### config.mk
export PLATFORM = sky130hd
export DESIGN_NAME = ring_packet_eject
export DESIGN_NICKNAME = d
export VERILOG_FILES = /design/src/rtl/md_pkg.sv /design/src/rtl/ring_packet_eject.sv
export SDC_FILE = /design/constraint.sdc
export NUM_CORES = 1
export LEC_CHECK = 0
export ABC_AREA = 0
export BUFFER_PORTS_ARGS = -buffer_cell sky130_fd_sc_hd__buf_2
export CAP_MARGIN = 20
export CORE_UTILIZATION = 63
export DETAILED_ROUTE_END_ITERATION = 10
export HOLD_SLACK_MARGIN = 0.02
export MAX_ROUTING_LAYER = met4
export PLACE_DENSITY_LB_ADDON = 0.15
export SLEW_MARGIN = 25
export SYNTH_ARGS = -nofsm -noshare
export SYNTH_HDL_FRONTEND = slang
export SYNTH_SLANG_ARGS = --single-unit
export TNS_END_PERCENT = 5
### constraint.sdc
create_clock -name clk -period 11.21 [get_ports clk]
set_clock_uncertainty 0.05 [all_clocks]
set_input_delay 1.121 -clock clk [delete_from_list [all_inputs] [get_ports clk]]
set_output_delay 1.121 -clock clk [all_outputs]
set_load 0.005 [all_outputs]
### src/rtl/md_pkg.sv
// md_pkg: shared types for the force-writeback ring.
//   NUM_CELLS  - number of cells/nodes on the ring; valid dest_id is 0..NUM_CELLS-1
//   DEST_W     - width of dest_id; deliberately wide enough to carry out-of-range IDs
//   force_wb_t - force writeback request delivered to a cell's force cache
//   packet_t   - ring packet: destination ID plus force_wb_t payload
package md_pkg;
  localparam int NUM_CELLS = 12;
  localparam int DEST_W    = 4;

  typedef struct packed {
    logic [7:0]  atom_idx;
    logic [15:0] fx;
    logic [15:0] fy;
  } force_wb_t;

  typedef struct packed {
    logic [DEST_W-1:0] dest_id;
    force_wb_t         payload;
  } packet_t;
endpackage

### src/rtl/ring_packet_eject.sv
// ring_packet_eject: per-node receive end of the force-writeback ring.
// Packets addressed to HOME_CELL_ID are ejected into a first-word-fall-through
// FIFO and presented as force writeback requests; packets for other valid
// cells are forwarded downstream through a one-entry register; packets with
// an out-of-range destination are dropped and flagged.
//
// Parameters:
//   HOME_CELL_ID - this node's cell ID (0..NUM_CELLS-1)
//   FIFO_DEPTH   - eject FIFO entries, power of two, >= 2
//   CNT_WIDTH    - width of the saturating statistics counters
// Ports:
//   clk, rst_n                    - clock, asynchronous active-low reset
//   pkt_in/_valid/_ready          - upstream ring link (valid/ready)
//   pkt_fwd/_valid/_ready         - downstream ring link (valid/ready)
//   wb_out, wb_valid, wb_ready    - writeback request to local force cache
//   eject_cnt, fwd_cnt            - saturating ejected/forwarded packet counts
//   dest_err                      - sticky: a packet with dest_id >= NUM_CELLS arrived
module ring_packet_eject
  import md_pkg::*;
#(
  parameter int HOME_CELL_ID = 0,
  parameter int FIFO_DEPTH   = 8,
  parameter int CNT_WIDTH    = 16
) (
  input  logic                 clk,
  input  logic                 rst_n,
  input  packet_t              pkt_in,
  input  logic                 pkt_in_valid,
  output logic                 pkt_in_ready,
  output packet_t              pkt_fwd,
  output logic                 pkt_fwd_valid,
  input  logic                 pkt_fwd_ready,
  output force_wb_t            wb_out,
  output logic                 wb_valid,
  input  logic                 wb_ready,
  output logic [CNT_WIDTH-1:0] eject_cnt,
  output logic [CNT_WIDTH-1:0] fwd_cnt,
  output logic                 dest_err
);

  localparam int PTR_W = $clog2(FIFO_DEPTH);

  force_wb_t            r_mem [FIFO_DEPTH];
  logic [PTR_W-1:0]     r_wr_ptr;
  logic [PTR_W-1:0]     r_rd_ptr;
  logic [PTR_W:0]       r_count;
  packet_t              r_fwd;
  logic                 r_fwd_valid;
  logic [CNT_WIDTH-1:0] r_eject_cnt;
  logic [CNT_WIDTH-1:0] r_fwd_cnt;
  logic                 r_dest_err;

  logic w_fifo_full;
  logic w_fifo_empty;
  logic w_accept;
  logic w_is_home;
  logic w_is_bad;
  logic w_push;
  logic w_pop;
  logic w_fwd_load;

  assign w_fifo_full  = (r_count == (PTR_W+1)'(FIFO_DEPTH));
  assign w_fifo_empty = (r_count == '0);

  // Ready depends only on local state, never on pkt_in content, so a stalled
  // downstream link blocks even packets addressed to this node.
  assign pkt_in_ready = !w_fifo_full && (!r_fwd_valid || pkt_fwd_ready);
  assign w_accept     = pkt_in_valid && pkt_in_ready;

  assign w_is_bad   = ({1'b0, pkt_in.dest_id} >= (DEST_W+1)'(NUM_CELLS));
  assign w_is_home  = (pkt_in.dest_id == DEST_W'(HOME_CELL_ID));
  assign w_push     = w_accept && w_is_home && !w_is_bad;
  assign w_fwd_load = w_accept && !w_is_home && !w_is_bad;
  assign w_pop      = !w_fifo_empty && wb_ready;

  // Empty FIFO presents zero rather than whatever stale entry the head points at.
  assign wb_out        = w_fifo_empty ? '0 : r_mem[r_rd_ptr];
  assign wb_valid      = !w_fifo_empty;
  assign pkt_fwd       = r_fwd;
  assign pkt_fwd_valid = r_fwd_valid;
  assign eject_cnt     = r_eject_cnt;
  assign fwd_cnt       = r_fwd_cnt;
  assign dest_err      = r_dest_err;

  // NOTE: the storage array has no reset; validity is tracked by r_count, so
  // clearing it would only cost reset fan-out without changing behaviour.
  always_ff @(posedge clk) begin
    if (w_push) r_mem[r_wr_ptr] <= pkt_in.payload;
  end

  always_ff @(posedge clk or negedge rst_n) begin
    if (!rst_n) begin
      r_wr_ptr <= '0;
      r_rd_ptr <= '0;
      r_count  <= '0;
    end else begin
      if (w_push) r_wr_ptr <= r_wr_ptr + PTR_W'(1);
      if (w_pop)  r_rd_ptr <= r_rd_ptr + PTR_W'(1);
      case ({w_push, w_pop})
        2'b10:   r_count <= r_count + (PTR_W+1)'(1);
        2'b01:   r_count <= r_count - (PTR_W+1)'(1);
        default: r_count <= r_count;
      endcase
    end
  end

  // Forward register: a load wins over a drain in the same cycle, giving
  // one packet per cycle with no bubble while downstream keeps up.
  always_ff @(posedge clk or negedge rst_n) begin
    if (!rst_n) begin
      r_fwd       <= '0;
      r_fwd_valid <= 1'b0;
    end else if (w_fwd_load) begin
      r_fwd       <= pkt_in;
      r_fwd_valid <= 1'b1;
    end else if (r_fwd_valid && pkt_fwd_ready) begin
      r_fwd_valid <= 1'b0;
    end
  end

  always_ff @(posedge clk or negedge rst_n) begin
    if (!rst_n) begin
      r_eject_cnt <= '0;
      r_fwd_cnt   <= '0;
      r_dest_err  <= 1'b0;
    end else begin
      if (w_push && (r_eject_cnt != '1))   r_eject_cnt <= r_eject_cnt + CNT_WIDTH'(1);
      if (w_fwd_load && (r_fwd_cnt != '1)) r_fwd_cnt   <= r_fwd_cnt + CNT_WIDTH'(1);
      if (w_accept && w_is_bad)            r_dest_err  <= 1'b1;
    end
  end

endmodule

## Word-level counts from Yosys, hierarchy flattened

Memory sizes are Yosys's and may differ from the RTL's.
Index checks and enable logic that the tools add are counted.

- Flip-flop bits (word level): 88
- Bits in writable memories: 320
- Memories kept: 1

Memories:

| memory | words | bits a word | rd ports | clocked after Yosys merged registers in | wr ports | line | text |
|---|---|---|---|---|---|---|---|
| r_mem | 8 | 40 | 1 | 0 | 1 | ring_packet_eject.sv:43 | `force_wb_t r_mem [FIFO_DEPTH];` |

- Add/sub/neg operators: 6
- Order comparisons: 1
- Equal/unequal tests: 5
- Muxes and demuxes: 6
- Reductions and logical operators: 21

Operator list:

| operator | number |
|---|---|
| two-way mux 40 bit | 1 |
| adder 16 x 1 -> 16 bit, second input constant | 2 |
| != test 16 bit, second input constant | 2 |
| logical AND 1 bit | 11 |
| zero test 4 bit | 2 |
| case mux 4 bit (2 select lines) | 1 |
| adder 3 x 1 -> 3 bit, second input constant | 2 |
| zero test 1 bit | 5 |
| adder 4 x 1 -> 4 bit, second input constant | 1 |
| equality test 4 bit, second input constant | 1 |
| >= comparator 4 bit, second input constant | 1 |
| two-way mux 1 bit | 4 |
| nonzero test 2 bit | 2 |
| subtractor 4 x 1 -> 4 bit, second input constant | 1 |
| equality test 2 x 1 -> 1 bit, second input constant | 1 |
| equality test 2 bit, second input constant | 1 |
| logical OR 1 bit | 1 |

## Longest topological paths before layout

- Depth after elaboration: 8
- Gate-level depth with buffers: 11
- Gate-level depth less buffers: 11

## Least setup slack after synthesis

OpenSTA, ideal clock, no wires.

- Path type: input to register
- Start: input port pkt_in[41] (netlist name)
- End: memory r_mem[0][0] (netlist name), enable pin
- Data arrival time: 4.956 ns
- Slack: 5.717 ns
- Stages on the path: 5
- Buffers on the path: 0
- Cell sequence: or4_4 > nor2_4 > inv_4 > or2_2 > nor3_1

- Longest elaborated chain between the ends: 5
- Elaborated cells between the ends (all ways): 7
- Those cells by class: order compare (1); mux (2); reduce/logical (4)

RTL lines:

| item | line | text |
|---|---|---|
| start: declaration | ring_packet_eject.sv:27 | `input packet_t pkt_in,` |
| >= comparator 4 bit or zero test 4 bit (tied branches) | ring_packet_eject.sv:70, ring_packet_eject.sv:71 |  |
| zero test 1 bit or logical AND 1 bit (tied branches) | ring_packet_eject.sv:72 | `assign w_push = w_accept && w_is_home && !w_is_bad;` |
| logical AND 1 bit * | ring_packet_eject.sv:72 |  |
| two-way mux 1 bit * | ring_packet_eject.sv:88 | `if (w_push) r_mem[r_wr_ptr] <= pkt_in.payload;` |
| two-way mux 1 bit (implied by the code) * | ring_packet_eject.sv:88 |  |
| end: declaration | ring_packet_eject.sv:43 |  |

Mark *: on every way between the ends. The rest lies on a longest branch, timed or not.

==> flow_metrics.py <==
metrics = {
    "sta": {
        "min_period_ns": 4.58,
        "slew_headroom_pct": 40.8,
        "slew_viol_final": 0,
        "tns_ns": 0,
        "fmax_mhz": 218,
        "finalHoldViolCount": 0,
        "period_share_pct": 40.8,
        "rsz0062_at_grt": "no",
        "worst_pin_slew_ns": 0.886,
        "finalSetupViolCount": 0,
    },
    "detailed_routing": {
        "first_pass_iters": 5,
        "postRouteAntennaNets": 0,
        "drc": 0,
        "wl_um": 29900,
        "vias_per_cell": 5.97,
        "num_vias": 8053,
        "wl_per_cell_um": 22.1,
        "drt-initial-drc-count": 504,
    },
    "setup_path": {
        "start_kind": "flop",
        "cp_max_fo": 42,
        "worst_setup_path_end_kind": "primary output",
        "critPathArrivalTime_ns": 3.41,
        "critPathKind": "flop to primary output",
        "crit_required_ns": 10.04,
    },
    "clock_network": {
        "cts_setup_buffers": 0,
        "cts-hold-fix-buffers": 0,
        "cts_resized": 0,
        "insertion_delay_ns": 0.53,
        "cts_root_buf": "clkbuf_16",
        "cts_tree": "done",
        "cts_buffers": 41,
        "clk_path_buf_depth": 3,
        "h-tree-depth": 2,
        "clk_pin_slew_ns": 0.06,
        "clock-sinks": 408,
    },
    "outcome": {
        "outcome": "finished clean",
    },
    "floorplan": {
        "die_height_um": 161,
        "row_count": 57,
        "die_w_um": 161,
        "start_util_pct": 64.9,
        "ios": 169,
        "die-area_um2": 25900,
        "core_um2": 24500,
    },
    "power_and_ir_drop": {
        "power_density_nw_per_um2": 233,
        "power_uw": 4340,
        "clkPwrFrac_pct": 33.1,
        "leakage_uw": 0.00682,
        "seq_power_share_pct": 43.3,
        "comb_power_share_pct": 23.5,
        "ir_drop_v": 0.000152,
        "power.switching_uw": 1160,
        "switching_share_pct": 26.7,
        "p_int_uw": 3180,
    },
    "cells_and_area": {
        "fin_cells": 1350,
        "drive_above_1_share_pct": 38.1,
        "finish.net_count": 1050,
        "fillCellCount": 1403,
        "multi_input_area_um2": 4000,
        "area_growth_syn_to_layout_pct": 16.9,
        "n_antenna_cell": 0,
        "register_area_um2": 11800,
    },
    "grt": {
        "overflow": 0,
        "antenna_found_initial": 0,
        "grt_use_total_pct": 24.6,
        "grt_max_degree": 68,
        "grt_pass1_wl_um": 46300,
        "grt_pass1_vias": 8021,
    },
    "logic_synthesis": {
        "syn_nets": 859,
        "ys_seq_elements": 408,
        "synth-async-reset-ratio_pct": 21.6,
        "synth_cell_types": 43,
        "synth_flop_cell": "edfxtp_1",
        "syn_inst": 803,
        "avgSynthCellArea_um2": 19.8,
        "synth_edf_count": 320,
        "synth_area_leader_cell": "edfxtp_1",
        "synth_top_cell_area_share_pct": 60.3,
        "synth_area_um2": 15900,
        "ys_top_cells_by_area": "edfxtp_1 60%, dfrtp_1 14%, mux4_2 11%",
        "seq_area_frac_synth_pct": 74.1,
        "synth_warnings": 0,
    },
    "placed_design": {
        "dp_hpwl_um": 16500,
        "io_buffers": 168,
        "place.gp.congestion": 0.767,
        "place_inst": 1275,
    },
    "job": {
        "maxCapViolations": 0,
    },
    "min_path": {
        "hp-class": "flop to flop",
    },
}
## area by class of cell
type,count,area share (%)
clock buffers,53,6.19
multi-input cells,358,21.5
well taps,324,2.18
flip-flops and latches,408,63.4
inverters,3,0.0739
clock inverters,22,1.56
repair buffers,182,5.09
## worst paths after layout
kind | from | slack (ns) | cells past startpoint | end
worst min register to register | pkt_fwd[20] | 0.43 | 1 | pkt_fwd[20]
worst max register to register | r_count[0] | 8.27 | 6 | r_mem[7][30]
worst max-delay path | r_rd_ptr[0] | 6.63 | 5 | wb_out[20]
worst min-delay path | pkt_fwd[20] | 0.43 | 1 | pkt_fwd[20]
max in group asynchronous | rst_n | 9.43 | 2 | r_rd_ptr[1]
min in group asynchronous | rst_n | 0.45 | 1 | pkt_fwd[2]
## kinds of logic after synthesis
| kind of cell | count (synthesis) | share of synthesized area (%) |
|---|---|---|
| xor gates and xnor gates | 33 | 1.81 |
| adders and majority gates | 7 | 0.550 |
| muxes | 172 | 17.5 |
| DFF | 408 | 74.1 |
| buffers and inverters | 37 | 1.19 |
| and+or+nand+nor | 134 | 4.20 |
| AOI/OAI and AO/OA | 12 | 0.620 |
## sequential cells by signal, indices dropped and copies added (netlist names)
signal,count
dest_err,1
eject_cnt,16
fwd_cnt,16
pkt_fwd,44
pkt_fwd_valid,1
r_count,4
r_mem,320
r_rd_ptr,3
r_wr_ptr,3
## power by group through the flow
stage               clock, uW  combinational (uW)  sequential (uW)
global route             1520                1110             1900
global placement            0                1010             1910
floorplan                   0                 739             1820
CTS                      1460                1040             1880
finish                   1440                1020             1880
detailed placement          0                1030             1910
## synthesized netlist by cell type (6+ instances only)
master    number
and3_1        12
buf_2          9
clkbuf_1      16
dfrtp_1       88
edfxtp_1     320
ha_1           7
mux2_2        46
mux2i_1       42
mux4_2        80
nand2_1       24
nand3_1        9
nand4_1       11
nor2_1        52
xnor2_1       27
xor2_1         6
## placed cells by master (no fill, tap or decap), drive strengths merged, types with 4 or more instances in the layout
cell	count
and2	4
and3	12
buf	182
bufinv	7
clkbuf	53
clkinv	11
dfrtp	88
edfxtp	320
ha	7
inv	6
mux2	50
mux2i	42
mux4	80
nand2	24
nand2b	4
nand3	10
nand4	11
nor2	54
nor3	4
xnor2	27
xor2	6
## per-stage QoR
step | hold WS, ns | instance area (um^2) | setup slack (ns) | util [%]
CTS | 0.437 | 18600 | 6.53 | 75.9
floorplan | 0.408 | 15900 | 5.72 | -
detailed placement | 0.422 | 17200 | 7.14 | 70.1
finish | 0.433 | 18600 | 6.63 | 75.9
global placement | 0.415 | 17200 | 7.13 | 70.1
global route | 0.450 | 18600 | 6.40 | 75.9
## critical path, cell delays in order, from the launching register on
cell and delay (ns):
dfrtp_4 0.97, buf_4 0.79, mux4_2 0.64, mux2i_1 0.21, nor2_1 0.06, buf_2 0.15
## layer usage
| metal | vias up | GRT usage (%) | routed length (um) |
|---|---|---|---|
| met1 | 4146 | 34.1 | 12500 |
| li1 | 3563 | - | - |
| met4 | 0 | 5.66 | 475 |
| met5 | - | - | 0 |
| met2 | 305 | 39.0 | 15000 |
| met3 | 39 | 4.39 | 2000 |
Power figures use the tool's default switching activity.
